<file path="src/rtl/pq_ingress.sv">
// Ingress/command stage in front of the register-array priority queue: buffers
// inserts in a small FIFO and sequences enq / deq / replace commands to the PQ.
package pq_pkg;
   parameter int unsigned KEY_WIDTH = 8;
   parameter int unsigned VAL_WIDTH = 8;
endpackage

module pq_ingress
   import pq_pkg::*;
#(
   parameter int unsigned  DEPTH     = 4,
   parameter bit           MIN_FIRST = 1'b1,
   localparam int unsigned KV_W      = KEY_WIDTH + VAL_WIDTH
) (
   input  logic            clk,
   input  logic            rst_n,
   input  logic            in_valid,
   output logic            in_ready,
   input  logic [KV_W-1:0] in_kv,
   input  logic            pop_req,
   output logic            pop_ready,
   output logic            out_valid,
   input  logic            out_ready,
   output logic [KV_W-1:0] out_kv,
   output logic            pq_enq,
   output logic            pq_deq,
   output logic [KV_W-1:0] pq_kvi,
   input  logic [KV_W-1:0] pq_kvo,
   input  logic            pq_full,
   input  logic            pq_empty
);

   localparam int unsigned PW = $clog2(DEPTH);
   localparam int unsigned CW = PW + 1;

   typedef enum logic {ST_ISSUE, ST_WAIT} state_t;

   state_t                state_q, state_d;
   logic [KV_W-1:0]       mem_q [DEPTH];
   logic [KV_W-1:0]       mem_d [DEPTH];
   logic [PW-1:0]         wr_ptr_q, wr_ptr_d, rd_ptr_q, rd_ptr_d;
   logic [CW-1:0]         count_q, count_d;
   logic                  pop_pend_q, pop_pend_d;
   logic                  pq_enq_q, pq_enq_d, pq_deq_q, pq_deq_d;
   logic [KV_W-1:0]       pq_kvi_q, pq_kvi_d;
   logic                  out_valid_q, out_valid_d;
   logic [KV_W-1:0]       out_kv_q, out_kv_d;

   logic                  fifo_ne, push, new_higher, do_enq, do_deq;
   logic [KV_W-1:0]       fifo_head;
   logic [KEY_WIDTH-1:0]  new_key, head_key;

   always_comb begin
      fifo_ne    = (count_q != '0);
      in_ready   = (count_q < CW'(DEPTH));
      pop_ready  = !pop_pend_q && !out_valid_q;
      push       = in_valid && in_ready;
      fifo_head  = mem_q[rd_ptr_q];
      new_key    = fifo_head[KV_W-1 -: KEY_WIDTH];
      head_key   = pq_kvo[KV_W-1 -: KEY_WIDTH];
      // Equal keys are never "higher", so a tie still allows the combined replace.
      new_higher = MIN_FIRST ? (new_key < head_key) : (new_key > head_key);
   end

   always_comb begin
      state_d = state_q;
      do_enq  = 1'b0;
      do_deq  = 1'b0;
      case (state_q)
         ST_ISSUE: begin
            if (fifo_ne && pop_pend_q && !pq_empty && !new_higher) begin
               do_enq = 1'b1;
               do_deq = 1'b1;
            end else if (fifo_ne && !pq_full) begin
               do_enq = 1'b1;
            end else if (pop_pend_q && !pq_empty) begin
               do_deq = 1'b1;
            end
            if (do_enq || do_deq) state_d = ST_WAIT;
         end
         ST_WAIT: state_d = ST_ISSUE;
         default: state_d = ST_ISSUE;
      endcase
   end

   always_comb begin
      mem_d    = mem_q;
      wr_ptr_d = wr_ptr_q;
      rd_ptr_d = rd_ptr_q;
      count_d  = count_q;
      if (push) begin
         mem_d[wr_ptr_q] = in_kv;
         wr_ptr_d        = wr_ptr_q + PW'(1);
      end
      if (do_enq) rd_ptr_d = rd_ptr_q + PW'(1);
      case ({push, do_enq})
         2'b10:   count_d = count_q + CW'(1);
         2'b01:   count_d = count_q - CW'(1);
         default: count_d = count_q;
      endcase

      pq_enq_d = do_enq;
      pq_deq_d = do_deq;
      pq_kvi_d = do_enq ? fifo_head : pq_kvi_q;

      pop_pend_d = pop_pend_q;
      if (do_deq)                    pop_pend_d = 1'b0;
      else if (pop_req && pop_ready) pop_pend_d = 1'b1;

      out_valid_d = out_valid_q;
      out_kv_d    = out_kv_q;
      if (do_deq) begin
         out_valid_d = 1'b1;
         out_kv_d    = pq_kvo;
      end else if (out_valid_q && out_ready) begin
         out_valid_d = 1'b0;
      end
   end

   always_ff @(posedge clk or negedge rst_n) begin
      if (!rst_n) begin
         state_q     <= ST_ISSUE;
         for (int unsigned i = 0; i < DEPTH; i++) mem_q[i] <= '0;
         wr_ptr_q    <= '0;
         rd_ptr_q    <= '0;
         count_q     <= '0;
         pop_pend_q  <= 1'b0;
         pq_enq_q    <= 1'b0;
         pq_deq_q    <= 1'b0;
         pq_kvi_q    <= '0;
         out_valid_q <= 1'b0;
         out_kv_q    <= '0;
      end else begin
         state_q     <= state_d;
         mem_q       <= mem_d;
         wr_ptr_q    <= wr_ptr_d;
         rd_ptr_q    <= rd_ptr_d;
         count_q     <= count_d;
         pop_pend_q  <= pop_pend_d;
         pq_enq_q    <= pq_enq_d;
         pq_deq_q    <= pq_deq_d;
         pq_kvi_q    <= pq_kvi_d;
         out_valid_q <= out_valid_d;
         out_kv_q    <= out_kv_d;
      end
   end

   assign pq_enq    = pq_enq_q;
   assign pq_deq    = pq_deq_q;
   assign pq_kvi    = pq_kvi_q;
   assign out_valid = out_valid_q;
   assign out_kv    = out_kv_q;

endmodule

</file>
<file path="config.mk">
export PLATFORM = sky130hd
export DESIGN_NAME = pq_ingress
export DESIGN_NICKNAME = d
export VERILOG_FILES = /design/src/rtl/pq_ingress.sv
export SDC_FILE = /design/constraint.sdc
export NUM_CORES = 1
export LEC_CHECK = 0
export BUFFER_PORTS_ARGS = -buffer_cell sky130_fd_sc_hd__buf_2
export CORE_MARGIN = 1.5
export CORE_UTILIZATION = 61
export CTS_BUF_LIST = sky130_fd_sc_hd__clkbuf_16
export DETAILED_ROUTE_END_ITERATION = 16
export GPL_TIMING_DRIVEN = 1
export PLACE_DENSITY = 0.84
export SLEW_MARGIN = 40
export SYNTH_ARGS = -nofsm -noshare
export SYNTH_HDL_FRONTEND = slang
export SYNTH_SLANG_ARGS = --single-unit
</file>
<file path="constraint.sdc">
create_clock -name clk -period 9.8 [get_ports clk]
set_input_delay 0.98 -clock clk [delete_from_list [all_inputs] [get_ports clk]]
set_output_delay 0.98 -clock clk [all_outputs]
set_load 0.02 [all_outputs]
</file>
==> metrics.md, run 1 <==
| Metric | Value |
|---|---|
| Outcome | `completed` |
| Total setup buffers inserted after CTS | `0` |
| Final ANT Viol Nets | `0` |
| Clock Sinks | `roughly 110` |
| Number of global-route vias before repair | `around 2.9k` |
| Worst slew pin tran | `roughly 800 ps` |
| Pin count of the biggest net entering global routing | `84` |
| Register area share after synthesis | `0.5672` |
| TritonCTS clock tree | `built` |
| WS Path Type | `flip-flop to flip-flop` |
| Vias after detailed routing | `between 2k and 3k` |
| Post-synthesis instance total | `300` |
| CTS H-tree lvls | `3` |
| Min Tclk post-route | `between 4000 and 5000 ps` |
| Initial Utilization | `0.6230` |
| WL met3 | `~360 um` |
| Fin. Hold Viols | `0` |
| Setup TNS | `0 ps` |
| Final Setup Violations | `0` |
| Crit path arrival time | `4350 ps` |
| Worst path required time | `approximately 10000 ps` |
| Share of layout cells above drive strength 1 | `0.5276` |
| Average size of a mapped cell | `roughly 16 um2` |
| Clock Path Buffers | `2` |
| Synth async-reset ratio | `1.000` |
| Pwr dens | `around 360 nW/um2` |
| Synth top area cells | `dfrtp_1 (57%), mux2_2 (21%), mux4_2 (4.7%)` |
| Die height | `a little over 90 um` |
| Synth top area share | `0.5672` |
| Max cap viols | `0` |
| Nets | `~430` |
| CP Cell Sequence | `mux4_1 > ha_1 > and4_1 > a41oi_1 > o2111ai_1 > nand2_2 > inv_1 > ha_1 > inv_1 > fa_1 > xor2_1 > nor2_1 > xnor2_1` |
| Pleak | `0.002643 uW` |
| # IOs | `76` |
| VDD IR max | `0.1550 mV` |
| Initial antenna violation count | `0` |
| Crit end category | `flip-flop` |
| Worst Path Max Fanout | `18` |
| RSZ-0062 raised after global routing | `no` |
| M1 WL | `around 3700 um` |
| GR Overflow Total | `0` |
| Core utilization of the finished layout | `0.7217` |
| Top sig layer | `met4` |
| Synth Warn # | `0` |
| Hold Crit Class | `flip-flop to flip-flop` |
| Synth cell types | `36` |
| Core Rows | `32` |
| Post-synth top flop | `dfrtp_1` |
| DR iter-0 viols | `approximately 160` |
| Syn Std Cell Area | `roughly 4800 um2` |
| Area Growth Syn to Fin | `15.84%` |
| Final Cycle Share | `0.4162` |
| Count leader, synth | `dfrtp_1` |
| DPL Wire Length | `5916 um` |
| CTS Hold Bufs | `0` |
| Root Buffer | `clkbuf_16` |
| Critical path's slowest cell | `dfrtp_2` |
| Synth cell count leaders | `dfrtp_1 (108), mux2_2 (89), inv_1 (17)` |
| Count of pins over their slew limit | `0` |
| Metal2 WL | `4477 um` |
| Final Skew | `between 8 and 9 ps` |
| First-pass GRT wire length | `14360 um` |
| Drt wl/cell | `18.08 um` |
| Diodes inserted | `0` |
| Worst slew margin | `0.4581` |
| Die Area | `~8400 um2` |
| Clock latency at the later pin of the worst-skew pair | `340 ps` |
| Cell taking the most area after synthesis | `dfrtp_1` |
| WL final | `~8700 um` |
| Core area | `around 7600 um2` |
| Drt first pass iters | `4` |
| Die extent in x | `91.38 um` |
| Number of port buffers | `75` |
| Largest stage delay, worst path | `between 700 and 800 ps` |
| Synthesized flop and latch total | `~110` |
| R2r setup slk | `5720 ps` |
| Max Clk Rate | `roughly 250 MHz` |
| Syn nets | `between 300 and 400` |
| EDFF count, synth | `0` |
| Total track usage | `0.2273` |
| Setup crit start kind | `flip-flop` |
| Clk pin slew, worst setup/hold paths | `about 70 ps` |
| Number of CTS-inserted buffers | `9` |
| Post-cts resize count | `0` |
| RePlAce Congestion | `0.7752` |
| Residual DRC | `0` |
| Via density | `about 5.6` |
| Hold Slack | `about 460 ps` |
[metrics by stage]
step / setup WS [ps] / area [um2] / power [uW] / instances
final: 5721 / 5519 / 2014 / 483
after detailed placement: 5741 / 5210 / 1650 / 467
after global placement: 5539 / 5205 / 1601 / 467
after global routing: 5412 / 5519 / 2134 / 483
after CTS: 5689 / 5519 / 2031 / 483
after floorplan: 6210 / 4765 / 1433 / 300
[layout by cell type, fill, tap and decap left out, types with 2 or more instances in the layout]
cell,n
mux4_2,10
o21ai_0,4
mux2_2,89
buf_2,74
inv_1,19
xnor2_1,5
nor2_1,3
mux4_1,6
clkbuf_16,9
nand2_1,6
bufinv_16,2
dfrtp_1,107
a21o_1,2
mux2_4,7
ha_1,12
[registers in the layout, summed over array words and instances, names as in the netlist]
name,cells
mem_q,64
out_kv,16
pq_kvi,16
count_q,3
rd_ptr_q,2
wr_ptr_q,2
out_valid,1
pop_pend_q,1
pq_deq,1
pq_enq,1
state_q,1
[power breakdown]
group	internal (uW)	leakage (uW)	switching, uW
clock network	221	0.000155	151
logic	449	0.00119	368
registers	674	0.00130	152
[logic make-up (layout without fill, tap and decap cells)]
group                    Yosys count  after routing  synth area share
AO/OA/AOI/OAI                     14             14           0.02311
XOR/XNOR                           6              6           0.01103
adder cells (fa/ha/maj)           13             13           0.03571
buffers and inverters             28            109           0.02862
flip-flops                       108            108            0.5672
multiplexers                     112            112            0.3128
AND/OR/NAND/NOR                   19             19           0.02154
[per-layer routing]
metal,track usage,up-vias
li1,-,1236
met1,0.3104,1403
met5,0,-
met3,0.03685,15
met4,0.09896,0
met2,0.3626,65
[critical path, delay by kind of cell, from the launching register on]
| family | cells | cell delay, ps |
|---|---|---|
| xor+xnor | 2 | 270 |
| simple gates | 3 | 680 |
| compound gates | 2 | 510 |
| fa+ha+maj | 3 | 890 |
| buf+inv | 2 | 230 |
| flops | 1 | 740 |
| mux | 1 | 680 |
[cell type report]
cell class | count | area [um2]
multi-input cells | 164 | 1926
flip-flops and latches | 108 | 2704
fillers | 503 | 2128
repair buffers | 76 | 389.1
clock buffers | 9 | 225.2
clock inverters | 7 | 83.83
well taps | 102 | 127.6
inverters | 17 | 63.81
[worst paths after layout]
check                             end  depth (start not counted)   startpoint
max reg2reg                count_q[2]                         13  rd_ptr_q[0]
min reg2reg                   state_q                          1      state_q
max in group asynchronous   mem_q[14]                          2        rst_n
min                           state_q                          1      state_q
min in group asynchronous   mem_q[34]                          1        rst_n
max                        count_q[2]                         13  rd_ptr_q[0]
Power figures use the tool's default switching activity.
==> run 2: changes to the inputs <==
--- a/config.mk
+++ b/config.mk
@@ -7,11 +7,11 @@
 export LEC_CHECK = 0
 export BUFFER_PORTS_ARGS = -buffer_cell sky130_fd_sc_hd__buf_2
 export CORE_MARGIN = 1.5
-export CORE_UTILIZATION = 61
+export CORE_UTILIZATION = 56
 export CTS_BUF_LIST = sky130_fd_sc_hd__clkbuf_16
 export DETAILED_ROUTE_END_ITERATION = 16
 export GPL_TIMING_DRIVEN = 1
-export PLACE_DENSITY = 0.84
+export PLACE_DENSITY = 0.78
 export SLEW_MARGIN = 40
 export SYNTH_ARGS = -nofsm -noshare
 export SYNTH_HDL_FRONTEND = slang
==> constraint.sdc (replaced) <==
create_clock -name clk -period 4.1 [get_ports clk]
set_input_delay 0.41 -clock clk [delete_from_list [all_inputs] [get_ports clk]]
set_output_delay 0.41 -clock clk [all_outputs]
set_load 0.02 [all_outputs]
==> run 2 against run 1 <==
Register-to-register slack worse by 5200 ps. Power is 140% higher. Non-clock buffer count is 5 higher. Cell area is 0.68% higher. Global-route usage is 1.7 points lower. Sequential cell count stayed put. Setup slack worse by 5200 ps. Critical path type unchanged. First-iteration DRC count is 30% lower.
==> metrics.md, run 2 (synthesized netlist as in run 1, its figures left out) <==
| Metric | Value |
|---|---|
| Crit path arrival time | `3810 ps (-540 ps)` |
| TritonCTS clock tree | `built` |
| Diodes inserted | `0 (unchanged)` |
| Final Setup Violations | `0 (unchanged)` |
| Pwr dens | `855.1 nW/um2 (+130%)` |
| Setup TNS | `0 ps (unchanged)` |
| Fin cells | `491 (+1.7%)` |
| Clock Sinks | `108 (unchanged)` |
| Clock Path Buffers | `2 (unchanged)` |
| Worst slew pin tran | `833.0 ps (+22.08 ps)` |
| Final Skew | `14.25 ps (+5.785 ps)` |
| Max cap viols | `0 (unchanged)` |
| Worst Path Max Fanout | `10 (-8)` |
| Pre-CTS WS | `600.1 ps (-5141 ps)` |
| Max reg flops | `64 (unchanged)` |
| Inst Count DP | `473 (+1.3%)` |
| Most flops, register | `mem_q` |
| Residual DRC | `0 (unchanged)` |
| Number of CTS-inserted buffers | `9 (unchanged)` |
| First-pass GRT wire length | `13970 um (-2.7%)` |
| Die extent in x | `95.24 um (+4.2%)` |
| Post-cts resize count | `0 (unchanged)` |
| Root Buffer | `clkbuf_16` |
| Drt wl/cell | `18.13 um (+0.27%)` |
| Clk pin slew, worst setup/hold paths | `80 ps (about the same)` |
| Final Cycle Share | `0.8640 (+0.4478)` |
| # IOs | `76 (unchanged)` |
| Worst path required time | `4360 ps (-5710 ps)` |
| R2r setup slk | `560 ps (-5160 ps)` |
| RSZ-0062 raised after global routing | `no` |
| Outcome | `completed` |
| Worst slew margin | `0.4433 (-0.01475)` |
| Final worst slack | `557.4 ps (-5164 ps)` |
| Area Growth Syn to Fin | `16.62%` |
| Die height | `95.24 um (+4.2%)` |
| DPL Wire Length | `5952 um (+0.62%)` |
| Pin count of the biggest net entering global routing | `83 (-1.2%)` |
| Hold depth | `2 (+1)` |
| Crit end category | `flip-flop` |
| Pleak | `0.002659 uW (+0.62%)` |
| Core area | `8217 um2 (+7.4%)` |
| Share of layout cells above drive strength 1 | `0.5415 (+0.01389)` |
| CTS H-tree lvls | `3 (unchanged)` |
| Reg-to-reg endpoint | `count_q[2]` |
| Commonest cells after routing, fill and taps aside | `dfrtp_1 (108), mux2_2 (89), buf_2 (74)` |
| Total track usage | `0.2107 (-0.01660)` |
| Area of the multi-input gates | `1933 um2 (+0.39%)` |
| Number of global-route vias before repair | `2742 (-4.9%)` |
| RePlAce Congestion | `0.7679 (-0.94%)` |
| Critical path launch point | `rd_ptr_q[0]` |
| Initial Utilization | `0.5799 (-0.04317)` |
| Fin. Hold Viols | `0 (unchanged)` |
| Number of port buffers | `75 (unchanged)` |
| R2r startpoint | `rd_ptr_q[0]` |
| DR iter-0 viols | `109 (-30%)` |
| Core Rows | `33 (+3.1%)` |
| CP endpoint | `count_q[2]` |
| Commonest non-fill, non-tap cell in the layout | `dfrtp_1` |
| Die Area | `9071 um2 (+8.6%)` |
| Min Tclk post-route | `3543 ps (-536.3 ps)` |
| Core utilization of the finished layout | `0.6763 (-0.04544)` |
| WS Path Type | `flip-flop to flip-flop` |
| Register Area | `2703 um2 (about the same)` |
| Setup crit start kind | `flip-flop` |
| WL final | `8900 um (+1.9%)` |
| Clock latency at the later pin of the worst-skew pair | `350 ps (about the same)` |
| Pwr Total | `4751 uW (+140%)` |
| Hold Crit Class | `input pin to flip-flop` |
| R2R cell count | `13 (unchanged)` |
| Final ANT Viol Nets | `0 (unchanged)` |
| Via density | `5.664 (+0.61%)` |
| Max Clk Rate | `282.3 MHz (+15%)` |
| VDD IR max | `0.4066 mV (+160%)` |
| Vias after detailed routing | `2781 (+2.3%)` |
| Drt first pass iters | `4 (unchanged)` |
| Initial antenna violation count | `0 (unchanged)` |
| Count of pins over their slew limit | `0 (unchanged)` |
| GR Overflow Total | `0 (unchanged)` |
| Nets | `433 (+1.2%)` |
| FILL cells | `603 (+20%)` |
## run 2: through the flow
| step | hold WS [ps] | cell area (um2) |
|---|---|---|
| 4_1_cts | 138.0 | 5514 |
| 3_3_place_gp | 436.3 | 5231 |
| 3_5_place_dp | 449.6 | 5238 |
| 6_report | 225.6 | 5557 |
| 5_1_grt | 247.0 | 5557 |
| 2_1_floorplan | 114.4 | 4765 |
## run 2: worst min-delay path by stage
stage / startpoint / end
2_1_floorplan: rst_n / count_q[0]
3_3_place_gp: state_q / state_q
3_5_place_dp: state_q / state_q
4_1_cts: rst_n / out_kv[4]
5_1_grt: out_ready / out_valid
6_report: out_ready / out_valid
## run 2: cell type report
cell class | instances | area share
Sequential cell | 108 | 0.4864
Tap cell | 105 | 0.02364
Inverter | 17 | 0.01148
Clock buffer | 9 | 0.04053
Clock inverter | 7 | 0.009232
Multi-Input combinational cell | 164 | 0.3479
Timing Repair Buffer | 81 | 0.08084
## run 2: worst max-delay path, cell delays in order, from the launching register on
cell and delay [ps]:
dfrtp_1 650, mux4_1 640, ha_1 320, and4_1 220, a41oi_1 170, o2111ai_1 310
nand2_2 90, inv_1 90, ha_1 170, inv_1 60, fa_1 370, xor2_1 150
nor2_1 110, xnor2_1 130
## run 2: layer usage
metal | GRT usage | up-vias | part of all wire
met5 | 0 | - | 0
met4 | 0.09328 | 0 | 0.019
met2 | 0.3310 | 72 | 0.49
met3 | 0.04147 | 15 | 0.039
met1 | 0.2861 | 1437 | 0.45
li1 | - | 1257 | -
## run 2: timing repair
action,CTS,global route
hold buffers,0,1
setup buffers,0,0
hold endpoints to repair,0,19
## run 2: report_power, final
part           switching, uW  total, uW  internal (uW)
combinational            922       2020           1090
clock                    393        809            415
sequential               316       1930           1610
total                   1630       4750           3120
